**src/rtl/afifo_core.sv**
```systemverilog
// Single-clock FIFO: DEPTH x WIDTH storage, write/full and read/empty handshakes,
// registered read data, flags decoded directly from the registered pointers.
module afifo_core #(
    parameter int DEPTH = 256,
    parameter int WIDTH = 16
) (
    input  logic             clk_i,
    input  logic             rst_i,
    input  logic             wen_i,
    input  logic [WIDTH-1:0] wdata_i,
    output logic             wfull_o,
    input  logic             ren_i,
    output logic [WIDTH-1:0] rdata_o,
    output logic             rempty_o
);

    localparam int AW = $clog2(DEPTH);

    logic [AW:0]      wptr_q, wptr_d;
    logic [AW:0]      rptr_q, rptr_d;
    logic [WIDTH-1:0] rdata_q, rdata_d;
    logic             wr_accept;
    logic             rd_accept;

    logic [WIDTH-1:0] mem [DEPTH];

    // The extra MSB on each pointer separates "same slot, same lap" (empty)
    // from "same slot, one lap apart" (full).
    assign rempty_o = (wptr_q == rptr_q);
    assign wfull_o  = (wptr_q[AW] != rptr_q[AW]) &&
                      (wptr_q[AW-1:0] == rptr_q[AW-1:0]);
    assign rdata_o  = rdata_q;

    always_comb begin
        // NOTE: every signal gets a default before any condition so the
        // block stays purely combinational and never infers a latch.
        wr_accept = wen_i && !wfull_o && !rst_i;
        rd_accept = ren_i && !rempty_o;
        wptr_d    = wptr_q;
        rptr_d    = rptr_q;
        rdata_d   = rdata_q;

        if (wr_accept) begin
            wptr_d = wptr_q + (AW+1)'(1);
        end
        if (rd_accept) begin
            rptr_d  = rptr_q + (AW+1)'(1);
            rdata_d = mem[rptr_q[AW-1:0]];
        end
    end

    always_ff @(posedge clk_i or posedge rst_i) begin
        // NOTE: state registers use non-blocking assignments so every flop
        // samples the pre-edge values, regardless of statement order.
        if (rst_i) begin
            wptr_q  <= '0;
            rptr_q  <= '0;
            rdata_q <= '0;
        end else begin
            wptr_q  <= wptr_d;
            rptr_q  <= rptr_d;
            rdata_q <= rdata_d;
        end
    end

    // NOTE: the storage array has no reset; clearing the pointers already
    // discards its contents logically, and leaving it unreset keeps it a RAM.
    always_ff @(posedge clk_i) begin
        if (wr_accept) begin
            mem[wptr_q[AW-1:0]] <= wdata_i;
        end
    end

endmodule

```
**config.mk**
```make
export PLATFORM = sky130hd
export DESIGN_NAME = afifo_core
export DESIGN_NICKNAME = d
export VERILOG_FILES = /design/src/rtl/afifo_core.sv
export SDC_FILE = /design/constraint.sdc
export NUM_CORES = 2
export LEC_CHECK = 0
export BUFFER_PORTS_ARGS = -buffer_cell sky130_fd_sc_hd__buf_2
export CORE_MARGIN = 2
export CORE_UTILIZATION = 60
export DETAILED_ROUTE_END_ITERATION = 8
export PLACE_DENSITY = 0.76
export SYNTH_ARGS = -nofsm -noshare
export SYNTH_HDL_FRONTEND = slang
export SYNTH_SLANG_ARGS = --single-unit
```
**constraint.sdc**
```tcl
create_clock -name clk_i -period 4.4 [get_ports clk_i]
set_input_delay 0.88 -clock clk_i [delete_from_list [all_inputs] [get_ports clk_i]]
set_output_delay 0.88 -clock clk_i [all_outputs]
set_load 0.005 [all_outputs]
```
==> results.md <==
- Ys flop type: edfxtp_1
- I/O pins: 38
- HP Class: primary input to asynchronous set/reset pin
- Post-Syn Nets: 7371
- GRT Total Usage: 31.6%
- Core ar.: 0.263 mm2
- Critical-path maximum fanout: 31
- Die Ht: 518 um
- Final setup TNS: 0 ns
- DRT iter0 DRCs: 14800
- Slew Limit Fails: 0
- Largest net degree at the start of global routing: 165
- H-Tree Depth: 5
- Flops & latches, synth: 4130
- Critical path required time: 5.15 ns
- Syn Inst Count: 7346
- Actual slew at the worst max-slew pin: 1.45 ns
- Crit path time final: 4.24 ns
- Setup WS post-layout: 0.162 ns
- RSZ-0062 raised after global routing: no
- RD Place Congestion: 0.922
- Critical Path End: rdata_o[3]$_DFFE_PP0P_
- Post-synth EDFFs: 4096
- Setup Buffers After CTS: 0
- TritonCTS clock tree: built
- Fin. Hold Viols: 0
- Antenna-violating nets left: 0
- FFs w/ async S/R, synth: 0.823%
- IO buf count: 37
- Clk sinks: 4130
- Pre-CTS setup slack: 0.0292 ns
- Max Freq: 0.236 GHz
- DR vias: 82900
- Crit end category: flip-flop
- DRC Markers: 0
- Outcome: complete, no violations
- Final Cycle Share: 96.3%
- R2r endpoint: rdata_o[3]$_DFFE_PP0P_
- Worst reg2reg setup slack: 0.16 ns
- Final Setup Violations: 0
- Filler cells: 15200
- Cell count of the worst reg-to-reg path: 10
- DRT Wirelength: 425 mm
- P_leak: 56.6 nW
- Num rows: 188
- Fraction of layout cells with a size suffix above 1: 27.8%
- First-pass GRT wire length: 605 mm
- Post-synth top area share: 77.5%
- Mapped Area: 0.159 mm2
- Pwr dens: 582 mW/mm2
- Synth top area cells: edfxtp_1 (77%), mux4_2 (13%), nand3_1 (1.1%)
- Antenna violations before repair: 22
- Reg2reg start: rptr_q[0]$_DFFE_PP0P_
- Die X: 518 um
- Distinct cells, synth: 57
- # hold bufs at CTS: 0
- Relative slew slack: 3.39%
- Area Growth Syn to Fin: 13.1%
- Skew final: 0.0901 ns
- Post-CTS sizing: 0
- Sequential fraction of the synthesis area: 78.0%
- Clock Tree Buf Depth: 4
- Mean Syn Cell Area: 21.6 um2
- DR vias/cell: 7.05
- CTS Buf Count: 395
- DP HPWL: 244 mm
- Synth warn: 0
- Crit path from: rptr_q[0]$_DFFE_PP0P_
- Initial core utilization: 60.4%
- WL per Instance: 36.1 um
- Maxcap violations: 0
- Worst skew pair latency: 0.97 ns
- Die ar.: 0.269 mm2
- CTS root buf: clkbuf_16
- First-pass DRT Iterations: 6
- Clock transition at path regs: 0.07 ns
- Startpoint types: flip-flop
- Number of global-route vias before repair: 81800
- VDD IR-drop max: 0.000572 V
- WS Path Type: flip-flop to flip-flop
- Fin nets: 7943
- Area leader, netlist: edfxtp_1
- Worst Path Arrival: 4.99 ns
- Grt total ovfl: 0
-- logic make-up (layout without fill, tap and decap cells) --
group / Yosys count / in the layout / share of synthesized area [%]
flip-flops: 4130 / 4130 / 78.0
multiplexers: 1217 / 1217 / 15.3
AND/OR/NAND/NOR: 1037 / 1037 / 3.18
AO/OA/AOI/OAI: 467 / 467 / 1.98
buffers and inverters: 465 / 1360 / 1.39
XOR/XNOR: 25 / 25 / 0.138
adder cells (fa/ha/maj): 5 / 5 / 0.0394
other: 0 / 12 / 0
-- flip-flops by register name, summed over array words and instances (netlist names) --
signal,count
rptr_q,9
mem,4096
rdata_o,16
wptr_q,9
-- layout make-up --
| cell class | instances | area (um2) | area share [%] |
|---|---|---|---|
| Antenna cell | 12 | 30.0 | 0.0167 |
| Tap cell | 3515 | 4400 | 2.45 |
| Multi-Input combinational cell | 2751 | 32800 | 18.3 |
| Clock inverter | 223 | 2320 | 1.29 |
| Timing Repair Buffer | 634 | 5670 | 3.16 |
| Clock buffer | 497 | 10500 | 5.82 |
| Inverter | 6 | 25.0 | 0.0139 |
| Sequential cell | 4130 | 124000 | 69.0 |
-- worst min path at each step --
stage | from | endpoint | slack [ns] | depth (start not counted)
floorplan | wptr_q[8]$_DFFE_PP0P_ | wptr_q[8]$_DFFE_PP0P_ | 0.46 | 1
global placement | rptr_q[8]$_DFFE_PP0P_ | rptr_q[8]$_DFFE_PP0P_ | 0.48 | 1
detailed placement | wptr_q[8]$_DFFE_PP0P_ | wptr_q[8]$_DFFE_PP0P_ | 0.48 | 1
CTS | rst_i | wptr_q[2]$_DFFE_PP0P_ | 0.20 | 2
global route | rst_i | rptr_q[4]$_DFFE_PP0P_ | 0.27 | 2
finish | rst_i | wptr_q[8]$_DFFE_PP0P_ | 0.23 | 2
-- placed cells by master (no fill, tap or decap), types with 19 or more instances in the layout --
cell       Yosys  final
bufinv_16      0     40
clkbuf_16      0    399
clkinv_2       0     76
mux2_2       104    104
o22ai_1       72     72
a22oi_1       40     40
and3_1        22     20
mux2i_1      134    134
nor3_1        44     43
a21oi_1       78     78
nor2b_1       37     34
a211oi_1      32     32
o21ai_0       73     73
clkbuf_1     247     87
clkinv_1       1     72
mux4_2       950    950
edfxtp_1    4096   4096
a22o_1        31     31
buf_2        114     21
o21ai_1       22     22
a31oi_1       19     19
mux2_1        29     29
or4_1         27     27
a2111oi_0     29     20
nand4_1       91     91
nand3_1      362    361
nand2_1       84     69
dfrtp_1       34     28
nor2_1       318    317
buf_4         41    529
buf_12         0     68
-- per-layer routing --
metal  track usage, %  routed length (um)  up-vias
met3             7.46               58300     1038
met4             14.9               22500       18
met1             44.2              146000    42900
li1                 -                   -    32000
met2             47.9              199000     6992
met5                0                 117        -
-- critical path, cell delays in order, from the launching register on --
cell,delay (ns)
dfrtp_4,0.70
buf_12,0.33
buf_12,0.27
buf_4,0.19
mux4_2,0.52
a22oi_1,0.44
a21oi_1,0.21
or4_1,0.65
o22ai_1,0.20
or2_1,0.31
a31oi_1,0.14
-- through the flow --
stage | hold slack (ns) | total power, mW | std cells | instance area [um2] | util [%]
finish | 0.229 | 105 | 11800 | 180000 | 68.4
global route | 0.270 | 107 | 11800 | 180000 | 68.4
CTS | 0.203 | 104 | 11800 | 180000 | 68.3
detailed placement | 0.483 | 70.8 | 11000 | 167000 | 63.5
global placement | 0.482 | 70.5 | 11000 | 167000 | 63.5
floorplan | 0.462 | 61.5 | 7346 | 159000 | -
-- power by group --
part	total [mW]	internal, mW	switching, mW
Sequential	44.1	43.5	0.538
Combinational	26.7	11.4	15.3
Clock	33.8	19.2	14.6
-- Yosys cell counts (all sizes together), types with 32 or more instances --
cell    count
a211oi     32
mux4      950
nand2      84
nor3       44
o22ai      72
nand3     362
a22oi      40
nor2      318
a21oi      78
dfrtp      34
clkbuf    247
o21ai      95
mux2i     134
mux2      133
nand4      91
edfxtp   4096
buf       212
nor2b      37
No activity file was read; power rests on OpenSTA's default activity.
